`src/rtl/bitwise_unit_arbiter.sv`:
```
// Two requesters share a single registered NOT/AND/OR/XOR unit through an IDLE -> EXEC -> RESP FSM.
// Optional macro ARB_ROUND_ROBIN_EN selects round-robin contention; the default is fixed priority to requester 0.
module bitwise_unit_arbiter #(
   parameter int W = 4
) (
   input  logic         clk,
   input  logic         rst,
   input  logic         req0_valid,
   input  logic [1:0]   req0_op,
   input  logic [W-1:0] req0_a,
   input  logic [W-1:0] req0_b,
   output logic         req0_ready,
   input  logic         req1_valid,
   input  logic [1:0]   req1_op,
   input  logic [W-1:0] req1_a,
   input  logic [W-1:0] req1_b,
   output logic         req1_ready,
   output logic         rsp_valid,
   output logic         rsp_id,
   output logic [W-1:0] rsp_data,
   input  logic         rsp_ready,
   output logic         busy
);

   typedef enum logic [1:0] {
      IDLE = 2'd0,
      EXEC = 2'd1,
      RESP = 2'd2
   } state_t;

   state_t       state;
   logic         last_grant;
   logic         grant;
   logic         any_valid;
   logic         accept;
   logic [1:0]   op_q;
   logic [W-1:0] a_q;
   logic [W-1:0] b_q;
   logic         id_q;
   logic [W-1:0] result;

   // Arbitration: a lone valid always wins; contention is resolved by the build-time policy.
   always_comb begin
      any_valid = req0_valid || req1_valid;
      grant     = 1'b0;
      if (req0_valid && req1_valid) begin
`ifdef ARB_ROUND_ROBIN_EN
         grant = ~last_grant;
`else
         grant = 1'b0;
`endif
      end else if (req1_valid) begin
         grant = 1'b1;
      end
   end

`ifndef ARB_ROUND_ROBIN_EN
   logic unused_last_grant;
   assign unused_last_grant = last_grant;
`endif

   assign accept     = (state == IDLE) && !rst && any_valid;
   assign req0_ready = accept && (grant == 1'b0);
   assign req1_ready = accept && (grant == 1'b1);
   assign busy       = (state != IDLE);

   always_comb begin
      result = '0;
      case (op_q)
         2'b00:   result = ~a_q;
         2'b01:   result = a_q & b_q;
         2'b10:   result = a_q | b_q;
         default: result = a_q ^ b_q;
      endcase
   end

   // Reset discards any in-flight op and wins over a same-cycle response handshake.
   always_ff @(posedge clk) begin
      if (rst) begin
         state      <= IDLE;
         rsp_valid  <= 1'b0;
         rsp_id     <= 1'b0;
         rsp_data   <= '0;
         last_grant <= 1'b1;
         op_q       <= 2'b00;
         a_q        <= '0;
         b_q        <= '0;
         id_q       <= 1'b0;
      end else begin
         case (state)
            IDLE: begin
               if (any_valid) begin
                  op_q       <= grant ? req1_op : req0_op;
                  a_q        <= grant ? req1_a  : req0_a;
                  b_q        <= grant ? req1_b  : req0_b;
                  id_q       <= grant;
                  last_grant <= grant;
                  state      <= EXEC;
               end
            end
            EXEC: begin
               rsp_data  <= result;
               rsp_id    <= id_q;
               rsp_valid <= 1'b1;
               state     <= RESP;
            end
            RESP: begin
               if (rsp_ready) begin
                  rsp_valid <= 1'b0;
                  state     <= IDLE;
               end
            end
            default: begin
               rsp_valid <= 1'b0;
               state     <= IDLE;
            end
         endcase
      end
   end

endmodule

```
`config.mk`:
```
export PLATFORM = sky130hd
export DESIGN_NAME = bitwise_unit_arbiter
export DESIGN_NICKNAME = d
export VERILOG_FILES = /design/src/rtl/bitwise_unit_arbiter.sv
export SDC_FILE = /design/constraint.sdc
export NUM_CORES = 1
export LEC_CHECK = 0
export CELL_PAD_IN_SITES_DETAIL_PLACEMENT = 1
export CELL_PAD_IN_SITES_GLOBAL_PLACEMENT = 2
export CORE_UTILIZATION = 26
export CTS_CLUSTER_DIAMETER = 80
export DETAILED_ROUTE_END_ITERATION = 12
export PLACE_DENSITY = 0.75
export SLEW_MARGIN = 30
export SYNTH_ARGS = -nofsm -noshare
export SYNTH_HDL_FRONTEND = slang
export SYNTH_SLANG_ARGS = --single-unit
```
`constraint.sdc`:
```
create_clock -name clk -period 1.5 [get_ports clk]
set_input_delay 0.375 -clock clk [delete_from_list [all_inputs] [get_ports clk]]
set_output_delay 0.375 -clock clk [all_outputs]
set_load 0.03 [all_outputs]
```
==> flow_metrics.tcl <==
set metrics [dict create \
    outcome "finished, violations left" \
    violated_checks "negative setup slack" \
    gp_congestion 0.781 \
    grt_max_degree 18 \
    fmax_ghz 0.625 \
    syn_avg_cell_area_um2 8.64 \
    grt_antenna_before_repair 0 \
    p_leak_nw 0.705 \
    report.final.hold_viol_count 0 \
    max_cap_violations 0 \
    cts_max_path_buffers 2 \
    timing.hold.ws_ps 480 \
    critical-path-slowest-cell "dfxtp_2" \
    syn-num-nets 155 \
    final_antenna_diode_count 0 \
    drc 0 \
    cpLargestDelayFamily "simple AND/OR/NAND/NOR gates" \
    detail_route.first_pass.iterations 4 \
    yosys_warnings 0 \
    post_synthesis_cell_type_count 23 \
    seq_area_um2 383 \
    clkTransAtPathRegs_ps 70 \
    synth_top_area_share 0.361 \
    horizontal_extent_of_the_die_um 65.7 \
    final.setup.worst_slack_ps -101 \
    critical_path.most_common_cell "buf_6" \
    layout_worst_path_cycle_share 1.07 \
    synth-edff-count 0 \
    floorplan.rows 22 \
    power_density_mw_per_mm2 900 \
    finalSetupViolations 2 \
    hpwl_um 2250 \
    cp_data_required_time_ps 1120 \
    postRouteAntennaNets 0 \
    cp.buffers_inverters 2 \
    groute.usage.overall 0.156 \
    fin_nets 203 \
    routed_wl_um 2960 \
    cts_max_level 1 \
    dr_wl_cell_um 13.7 \
    drtIter0Drc 24 \
    overflow_left_after_global_routing 0 \
    initial_core_util 0.279 \
    floorplan.die.height_um 65.7 \
    grt_pass1_vias 1091 \
    grt_first_pass_wirelength_um 5000 \
    worstPathCellList "nor2_4 > buf_6 > nand2_4 > nor3b_4 > buf_6" \
    cts_tree "yes" \
    synth_top_cell_by_area "dfxtp_1" \
    slew_viol_final 0 \
    total_i_o_pin_count 34 \
    multiInputGateArea_um2 642 \
    worst_slack_after_detailed_placement_ps -369 \
    ys_ff_latch 19 \
    fin_skew_ps 4.40 \
    gate_count_of_the_mapped_netlist 122 \
    ys_seq_area_frac 0.361 \
    critPathLaunchType "flip-flop" \
    placement.io_buffers 33 \
    fraction_of_synthesis_flops_using_an_asynchronous_set_or_reset_pin 0 \
    crit_path_max_incr_delay_ps 340 \
    cts_buffers 3 \
    synthToLayoutAreaGrowth_pct 56.2 \
    most_frequently_used_cell_type_in_the_post_synthesis_netlist "a21oi_1" \
    vias 1036 \
    criticalPathCategory "reg2out" \
    worstPathMaxFanout 3 \
    worstSkewPairLatency_ps 270 \
    core_area_mm2 0.00377 \
    tightest_slew_ps 560 \
    final_period_minus_worst_setup_slack_ps 1600 \
    worst_hold_path_type "reg2reg" \
    post_synth_instance_area_mm2 0.00105 \
    unrepaired_setup_endpoints_after_global_routing "true" \
    post_synth_most_frequent_cells "a21oi_1 (20), dfxtp_1 (19), nor2_1 (14)" \
    route.detailed.vias_per_inst 4.77 \
    crit_path_end_kind "output port" \
    clock_sinks 19 \
    holdBufCountCts 0 \
    critical_path_arrival_ps 1230 \
    ir_drop_worst_vdd_uv 313 \
    layout-drive-gt1-share 0.231 \
    layout.filler_cells 432 \
    ys_dominant_reg_cell "dfxtp_1" \
    cts-root-buf "clkbuf_8" \
    ys_top_cells_by_area "dfxtp_1 (36%), mux2i_1 (10%), a21oi_1 (9.5%)" \
    dieArea_mm2 0.00431 \
    max-slew-margin-rel 0.626 \
]
metal layers:
metal / global-route usage / vias to the layer above / routed length [µm]
li1: - / 523 / -
met1: 0.180 / 488 / 1340
met2: 0.278 / 20 / 1470
met3: 0.0208 / 5 / 93
met4: 0.0734 / 0 / 67
met5: 0 / - / 0
cells in the final DEF, fill, tap and decap left out, types with 2 or more instances in the layout:
cell             Yosys  final
dfxtp_1             19     17
buf_4                0     15
nor2_1              14     13
nor2_4               0      2
nand3b_1             4      4
clkbuf_2             0      2
o221ai_1             4      4
ha_1                 8      8
clkdlybuf4s50_1      0     21
clkbuf_8             0      3
buf_6                2      6
a211oi_1            10     10
dlygate4sd2_1        0      7
inv_1                9      8
dfxtp_2              0      2
a21oi_1             20     20
mux2i_1             11     11
kinds of logic after synthesis:
group / share of synthesized area
mux: 0.105
fa+ha+maj: 0.0950
flops: 0.361
simple gates: 0.153
buf+inv: 0.0819
compound gates: 0.204
final cells by class:
class                   instances  area share
flip-flops and latches         19       0.233
clock buffers                   4      0.0274
well taps                      48      0.0365
inverters                       9      0.0205
multi-input cells              85       0.390
repair buffers                 52       0.293
report_power, final:
part           switching (W)  internal, W  total, W
sequential         0.0000547     0.000561  0.000616
clock               0.000183     0.000190  0.000373
combinational       0.000239     0.000253  0.000492
worst paths after layout:
check / slack (ps) / end / depth (start not counted) / from
min: 480 / id_q$_SDFFE_PP0P_ / 2 / id_q$_SDFFE_PP0P_
max: -100 / req1_ready / 5 / state[1]$_SDFFE_PP0P_
max reg2reg: 100 / rsp_data[1]$_SDFFE_PP0P_ / 4 / state[1]$_SDFFE_PP0P_
min reg2reg: 480 / id_q$_SDFFE_PP0P_ / 2 / id_q$_SDFFE_PP0P_
worst register-to-register path, delay by kind of cell (launching register included):
kind,cells,cell delay [ps]
AND/OR/NAND/NOR,2,640
flip-flops,1,340
AO/OA/AOI/OAI,1,220
buffers and inverters,1,130
state kept, by name, summed over array words and instances, names as in the netlist:
name	cells
a_q	4
b_q	4
id_q	1
op_q	2
rsp_data	4
rsp_id	1
rsp_valid	1
state	2
per-stage QoR:
| stage | cell area [µm²] | utilization | std cells | TNS [ps] | total power, W |
|---|---|---|---|---|---|
| after floorplan | 1080 | - | 122 | -31.7 | 0.000889 |
| after global placement | 1540 | 0.409 | 210 | -3850 | 0.00108 |
| after detailed placement | 1540 | 0.409 | 210 | -5020 | 0.00110 |
| after CTS | 1630 | 0.432 | 216 | -259 | 0.00149 |
| after global routing | 1650 | 0.436 | 217 | -212 | 0.00158 |
| final | 1650 | 0.436 | 217 | -131 | 0.00148 |
repair_timing:
action	4_1_cts	5_1_grt
setup endpoints to repair	19	12
pin swaps	3	3
buffers inserted	2	1
hold endpoints to repair	0	0
gates cloned	0	0
gates resized for setup	26	11
Note: power is estimated with default switching activity, not from simulation.
